$ cat src/rtl/accum_alu_seq_pkg.sv
// Shared types for the accumulator ALU: operation codes and control FSM states.
package accum_alu_seq_pkg;

  typedef enum logic [3:0] {
    OpAdd  = 4'd0,
    OpAddc = 4'd1,
    OpSub  = 4'd2,
    OpAnd  = 4'd3,
    OpOr   = 4'd4,
    OpXor  = 4'd5,
    OpXorr = 4'd6,
    OpSlt  = 4'd7,
    OpSeq  = 4'd8,
    OpLsl  = 4'd9,
    OpLsr  = 4'd10,
    OpMul  = 4'd11,
    OpMvto = 4'd12,
    OpNot  = 4'd13,
    OpClr  = 4'd14,
    OpBtru = 4'd15
  } op_t;

  typedef enum logic [1:0] {
    StIdle  = 2'd0,
    StShift = 2'd1,
    StMul   = 2'd2
  } state_t;

endpackage

$ cat src/rtl/accum_alu_seq_if.sv
// Request/response bundle between the operand-mux stage and the accumulator ALU.
interface accum_alu_seq_if
  import accum_alu_seq_pkg::*;
#(
  parameter int unsigned W = 8
);
  logic         start;
  op_t          op;
  logic [W-1:0] operand_in;
  logic [W-1:0] acc;
  logic         zero;
  logic         carry;
  logic         busy;
  logic         done;
  logic         branch;

  modport master (
    output start, op, operand_in,
    input  acc, zero, carry, busy, done, branch
  );

  modport slave (
    input  start, op, operand_in,
    output acc, zero, carry, busy, done, branch
  );
endinterface

$ cat src/rtl/alu_mul_seq.sv
// Shift-add unsigned multiplier: one multiplier bit per step, W steps after load.
module alu_mul_seq #(
  parameter int unsigned W = 8
) (
  input  logic           clk,
  input  logic           reset,
  input  logic           load,
  input  logic           step,
  input  logic [W-1:0]   a,
  input  logic [W-1:0]   b,
  output logic           done,
  output logic [2*W-1:0] prod
);
  localparam int unsigned CW = $clog2(W);

  logic [2*W-1:0] prod_q, mcand_q;
  logic [W-1:0]   mplier_q;
  logic [CW-1:0]  cnt_q;

  // Product after the current step; valid as the final result when done is high.
  assign prod = prod_q + (mplier_q[0] ? mcand_q : '0);
  assign done = (cnt_q == CW'(W - 1));

  always_ff @(posedge clk) begin
    if (reset) begin
      prod_q   <= '0;
      mcand_q  <= '0;
      mplier_q <= '0;
      cnt_q    <= '0;
    end else if (load) begin
      prod_q   <= '0;
      mcand_q  <= {{W{1'b0}}, a};
      mplier_q <= b;
      cnt_q    <= '0;
    end else if (step) begin
      prod_q   <= prod;
      mcand_q  <= mcand_q << 1;
      mplier_q <= mplier_q >> 1;
      cnt_q    <= cnt_q + CW'(1);
    end
  end
endmodule

$ cat src/rtl/accum_alu_seq.sv
// Registered accumulator ALU with Zero/Carry flags; shifts and multiply run iteratively.
module accum_alu_seq
  import accum_alu_seq_pkg::*;
#(
  parameter int unsigned W = 8
) (
  input logic            clk,
  input logic            reset,
  accum_alu_seq_if.slave bus
);
  localparam int unsigned SHW = $clog2(W);

  state_t         state_q, state_d;
  logic [W-1:0]   acc_q, acc_d;
  logic           zero_q, zero_d;
  logic           carry_q, carry_d;
  logic           done_q, done_d;
  logic           branch_q, branch_d;
  logic           shl_q, shl_d;
  logic [SHW-1:0] cnt_q, cnt_d;
  logic [W-1:0]   shv_q, shv_d;

  logic           mul_load, mul_step, mul_done;
  logic [2*W-1:0] mul_prod;
  logic [W:0]     sum;
  logic [W-1:0]   shv_next;
  logic           shv_out;
  logic [W-1:0]   opd;
  logic [SHW-1:0] amt;

  assign opd = bus.operand_in;
  assign amt = bus.operand_in[SHW-1:0];

  alu_mul_seq #(
    .W(W)
  ) u_mul (
    .clk  (clk),
    .reset(reset),
    .load (mul_load),
    .step (mul_step),
    .a    (acc_q),
    .b    (opd),
    .done (mul_done),
    .prod (mul_prod)
  );

  always_comb begin
    state_d  = state_q;
    acc_d    = acc_q;
    zero_d   = zero_q;
    carry_d  = carry_q;
    done_d   = 1'b0;
    branch_d = 1'b0;
    shl_d    = shl_q;
    cnt_d    = cnt_q;
    shv_d    = shv_q;
    mul_load = 1'b0;
    mul_step = 1'b0;
    sum      = '0;
    shv_next = shl_q ? {shv_q[W-2:0], 1'b0} : {1'b0, shv_q[W-1:1]};
    shv_out  = shl_q ? shv_q[W-1] : shv_q[0];

    unique case (state_q)
      StIdle: begin
        if (bus.start) begin
          done_d = 1'b1;
          case (bus.op)
            OpAdd: begin
              sum     = {1'b0, acc_q} + {1'b0, opd};
              acc_d   = sum[W-1:0];
              carry_d = sum[W];
            end
            OpAddc: begin
              sum     = {1'b0, acc_q} + {1'b0, opd} + {{W{1'b0}}, carry_q};
              acc_d   = sum[W-1:0];
              carry_d = sum[W];
            end
            OpSub: begin
              acc_d   = acc_q - opd;
              carry_d = (acc_q < opd);
            end
            OpAnd:  acc_d = acc_q & opd;
            OpOr:   acc_d = acc_q | opd;
            OpXor:  acc_d = acc_q ^ opd;
            OpXorr: acc_d = {{(W-1){1'b0}}, ^opd};
            OpSlt:  acc_d = {{(W-1){1'b0}}, (acc_q < opd)};
            OpSeq:  acc_d = {{(W-1){1'b0}}, (acc_q == opd)};
            OpMvto: acc_d = opd;
            OpNot:  acc_d = ~acc_q;
            OpClr:  acc_d = '0;
            OpLsl, OpLsr: begin
              // Amount 0 completes in this cycle with Acc/Carry untouched.
              if (amt != '0) begin
                state_d = StShift;
                done_d  = 1'b0;
                shl_d   = (bus.op == OpLsl);
                cnt_d   = amt;
                shv_d   = acc_q;
              end
            end
            OpMul: begin
              state_d  = StMul;
              done_d   = 1'b0;
              mul_load = 1'b1;
            end
            OpBtru: branch_d = (acc_q == {{(W-1){1'b0}}, 1'b1});
            default: ;
          endcase
          if (done_d && bus.op != OpBtru) begin
            zero_d = (acc_d == '0);
          end
        end
      end
      StShift: begin
        shv_d = shv_next;
        cnt_d = cnt_q - SHW'(1);
        if (cnt_q == SHW'(1)) begin
          acc_d   = shv_next;
          carry_d = shv_out;
          zero_d  = (shv_next == '0);
          done_d  = 1'b1;
          state_d = StIdle;
        end
      end
      StMul: begin
        mul_step = 1'b1;
        if (mul_done) begin
          acc_d   = mul_prod[W-1:0];
          carry_d = |mul_prod[2*W-1:W];
          zero_d  = (mul_prod[W-1:0] == '0);
          done_d  = 1'b1;
          state_d = StIdle;
        end
      end
      default: state_d = StIdle;
    endcase
  end

  always_ff @(posedge clk) begin
    if (reset) begin
      state_q  <= StIdle;
      acc_q    <= '0;
      zero_q   <= 1'b0;
      carry_q  <= 1'b0;
      done_q   <= 1'b0;
      branch_q <= 1'b0;
      shl_q    <= 1'b0;
      cnt_q    <= '0;
      shv_q    <= '0;
    end else begin
      state_q  <= state_d;
      acc_q    <= acc_d;
      zero_q   <= zero_d;
      carry_q  <= carry_d;
      done_q   <= done_d;
      branch_q <= branch_d;
      shl_q    <= shl_d;
      cnt_q    <= cnt_d;
      shv_q    <= shv_d;
    end
  end

  assign bus.acc    = acc_q;
  assign bus.zero   = zero_q;
  assign bus.carry  = carry_q;
  assign bus.busy   = (state_q != StIdle);
  assign bus.done   = done_q;
  assign bus.branch = branch_q;
endmodule

$ cat src/flat_wrapper.sv
// flat-port wrapper written by rule: the top's interface ports become plain ports
module accum_alu_seq_flat import accum_alu_seq_pkg::*;
#(
  parameter int unsigned W = 8
)
  (clk, reset, bus_start, bus_op, bus_operand_in, bus_acc, bus_zero, bus_carry, bus_busy, bus_done, bus_branch);
  accum_alu_seq_if #(.W(W)) bus_i ();
  input logic clk;
  input logic reset;
  input wire logic [$bits(bus_i.start)-1:0] bus_start;
  input wire logic [$bits(bus_i.op)-1:0] bus_op;
  input wire logic [$bits(bus_i.operand_in)-1:0] bus_operand_in;
  output wire logic [$bits(bus_i.acc)-1:0] bus_acc;
  output wire logic [$bits(bus_i.zero)-1:0] bus_zero;
  output wire logic [$bits(bus_i.carry)-1:0] bus_carry;
  output wire logic [$bits(bus_i.busy)-1:0] bus_busy;
  output wire logic [$bits(bus_i.done)-1:0] bus_done;
  output wire logic [$bits(bus_i.branch)-1:0] bus_branch;
  assign bus_i.start = bus_start;
  assign bus_i.op = bus_op;
  assign bus_i.operand_in = bus_operand_in;
  assign bus_acc = bus_i.acc;
  assign bus_zero = bus_i.zero;
  assign bus_carry = bus_i.carry;
  assign bus_busy = bus_i.busy;
  assign bus_done = bus_i.done;
  assign bus_branch = bus_i.branch;
  accum_alu_seq #(.W(W)) u_core (.clk(clk), .reset(reset), .bus(bus_i));
endmodule
$ cat config.mk
export PLATFORM = sky130hd
export DESIGN_NAME = accum_alu_seq_flat
export DESIGN_NICKNAME = d
export VERILOG_FILES = /design/src/rtl/accum_alu_seq_pkg.sv /design/src/rtl/accum_alu_seq_if.sv /design/src/rtl/alu_mul_seq.sv /design/src/rtl/accum_alu_seq.sv /design/src/flat_wrapper.sv
export SDC_FILE = /design/constraint.sdc
export NUM_CORES = 1
export LEC_CHECK = 0
export BUFFER_PORTS_ARGS = -buffer_cell sky130_fd_sc_hd__buf_2
export CORE_MARGIN = 3
export CORE_UTILIZATION = 29
export DETAILED_ROUTE_END_ITERATION = 10
export PLACE_DENSITY = 0.41
export SETUP_SLACK_MARGIN = 0.15
export SLEW_MARGIN = 0
export SYNTH_ARGS = -nofsm -noshare
export SYNTH_HDL_FRONTEND = slang
export SYNTH_SLANG_ARGS = --single-unit
$ cat constraint.sdc
create_clock -name clk -period 3.7 [get_ports clk]
set_clock_uncertainty 0.05 [all_clocks]
set_input_delay 0.37 -clock clk [delete_from_list [all_inputs] [get_ports clk]]
set_output_delay 0.37 -clock clk [all_outputs]
set_load 0.02 [all_outputs]
==> flow_metrics.tcl <==
set metrics [dict create \
    status "completed" \
    hpwlAfterDp_um 15800 \
    power.total_mw 2.17 \
    die_h_um 150 \
    crit_fanout 8 \
    worstPathArrival_ns 3.59 \
    end_kind "flip-flop" \
    p_per_area_nw_per_um2 322 \
    hp-class "in -> reg" \
    fin_crit_sh_pct 91.0 \
    dr.pass1.iters 5 \
    critPathRequiredTime_ns 3.92 \
    mostFrequentLayoutCells "nor2_1 (81), dfxtp_1 (69), nand2_1 (66)" \
    synthXorXnorAreaFrac_pct 4.34 \
    grt_antenna_before_repair 0 \
    synth_nets 847 \
    design_area_um2 6740 \
    synth_top_family_by_area "compound AO/OA/AOI/OAI gates" \
    stdcell_count 1065 \
    synth.area.mux_share_pct 7.88 \
    p_leak_nw 2.62 \
    synth-simple-area-share_pct 22.4 \
    cts_resized 0 \
    die_w_um 150 \
    rsz0062_at_grt "false" \
    slew_viol_final 0 \
    ys.flop_type "dfxtp_1" \
    tns_ns 0 \
    crit_type "reg -> reg" \
    grt_pass1_vias 5555 \
    max_cap_violations 0 \
    finalHoldViolCount 0 \
    grt_max_degree 55 \
    cts_setup_buffers 0 \
    avgViaCountPerCell 5.45 \
    final_common_cell "nor2_1" \
    drt-initial-drc-count 533 \
    clock_latency_ns 0.34 \
    cts_buffer_depth 2 \
    cts_num_sinks 69 \
    slowest_stage "o31ai_1" \
    cts_buffers 9 \
    groute.usage.overall_pct 18.6 \
    dp_cells 1050 \
    ctsHtreeMaxLevel 3 \
    core_um2 20400 \
    synth.avg_cell_area_um2 7.77 \
    synth_cells 779 \
    antenna_cells 0 \
    slew_headroom_pct 47.1 \
    holdBufCountCts 0 \
    worst_setup_hold_path_clk_slew_ns 0.06 \
    io_pins 28 \
    clock.fmax_ghz 0.297 \
    worst_slew_pin_slew_ns 0.794 \
    drive_above_1_share_pct 10.9 \
    synth_edf_count 0 \
    cp-start-kind "flip-flop" \
    totalWireLength_um 21000 \
    cts_root_buffer "clkbuf_16" \
    routedWlPerCell_um 19.7 \
    worst_slack_ns 0.332 \
    worstHoldPathCells 3 \
    path_cells "inv_1 > ha_1 > inv_1 > fa_1 > nor3b_1 > o31ai_1 > a31oi_1 > nor4b_1 > o2bb2ai_1 > o2bb2ai_1 > a211o_1 > a21oi_1" \
    cts_tree "yes" \
    reg2reg_depth 12 \
    min_period_ns 3.37 \
    seq_area_frac_synth_pct 22.8 \
    grt_pass1_wl_um 32700 \
    gp_congestion 0.916 \
    placed_area_um2 6470 \
    vias 5809 \
    setup_viol 0 \
    synth_cell_types 79 \
    ys_ff_latch 69 \
    async_reset_ff_share_pct 0 \
    start_util_pct 29.7 \
    synth_adder_area_share_pct 11.3 \
    synth_compound_area_share_pct 24.6 \
    syn2layout_area_growth_pct 11.5 \
    crit_path_max_incr_delay_ns 0.47 \
    num_rows 52 \
    drc 0 \
    vdd_drop_max_v 0.000189 \
    netlist_area_um2 6050 \
    dieArea_um2 22600 \
    dp_slack_ns 0.327 \
    nNetsFinal 859 \
    yosys_warnings 0 \
    portBuffers 27 \
    grt_overflow 0 \
    postRouteAntennaNets 0 \
]
state kept, by name (all words and copies together), names as in the netlist, 2 cells and up:
register	flops
u_core.state_q	2
u_core.bus.acc	8
u_core.shv_q	8
u_core.cnt_q	3
u_core.u_mul.mcand_q	16
u_core.u_mul.cnt_q	3
u_core.u_mul.mplier_q	8
u_core.u_mul.prod_q	16
layer usage:
layer	global-route usage, %	wire [µm]	vias to the layer above	share of wire [%]
met5	0	0	-	0
met4	4.89	412	0	2.0
met3	2.44	874	23	4.2
met2	31.2	9960	162	48
met1	25.1	9710	2798	46
li1	-	-	2826	-
per-stage QoR:
stage                     util, %  hold slack (ns)
final                        33.1            0.308
after global routing         33.1            0.297
after floorplan                 -            0.391
after global placement       31.8            0.413
after CTS                    33.1            0.294
after detailed placement     31.8            0.412
report_power, final:
| part | switching (mW) | internal [mW] |
|---|---|---|
| Combinational | 0.373 | 0.210 |
| Sequential | 0.0179 | 0.761 |
| Clock | 0.341 | 0.466 |
| Total | 0.732 | 1.44 |
cell families after synthesis:
kind of cell / Yosys count
adders and majority gates: 53
buffers and inverters: 95
xor gates and xnor gates: 30
and+or+nand+nor: 274
muxes: 46
DFF: 69
AOI/OAI and AO/OA: 212
worst max-delay path: cells and delay by family, from the launching register on:
| family | cells | cell delay, ns |
|---|---|---|
| DFF | 1 | 0.40 |
| buffers and inverters | 2 | 0.21 |
| AOI/OAI and AO/OA | 6 | 1.41 |
| and+or+nand+nor | 2 | 0.61 |
| adders and majority gates | 2 | 0.61 |
final timing paths:
kind / to / from / slack (ns)
setup / recovery: u_core.bus.acc[0] / u_core.bus.acc[0] / 0.33
hold / removal: u_core.u_mul.mplier_q[6] / bus_operand_in[6] / 0.31
setup reg to reg: u_core.bus.acc[0] / u_core.bus.acc[0] / 0.33
hold reg to reg: u_core.shv_q[5] / u_core.shv_q[5] / 0.42
cells in the mapped netlist (11+ instances only):
cell type / n / area, µm²
nor2_1: 81 / 304
dfxtp_1: 69 / 1380
nand2_1: 66 / 248
ha_1: 50 / 626
a21oi_1: 49 / 245
inv_1: 45 / 169
mux2i_1: 42 / 420
o21ai_0: 31 / 155
clkbuf_1: 30 / 113
nand2b_1: 22 / 138
a211oi_1: 21 / 158
xnor2_1: 21 / 184
and2_1: 15 / 93.8
nand3_1: 15 / 75.1
nor2b_1: 13 / 81.3
nor3_1: 13 / 65.1
buf_2: 11 / 55.1
area by class of cell:
| cell class | count | area [µm²] |
|---|---|---|
| clock buffer | 11 | 243 |
| clock inverter | 4 | 25.0 |
| fill | 2187 | 13600 |
| inverter | 46 | 173 |
| multi-input combinational | 615 | 4280 |
| sequential | 69 | 1380 |
| tap | 270 | 338 |
| timing repair buffer | 50 | 308 |
No activity file was read; power rests on OpenSTA's default activity.
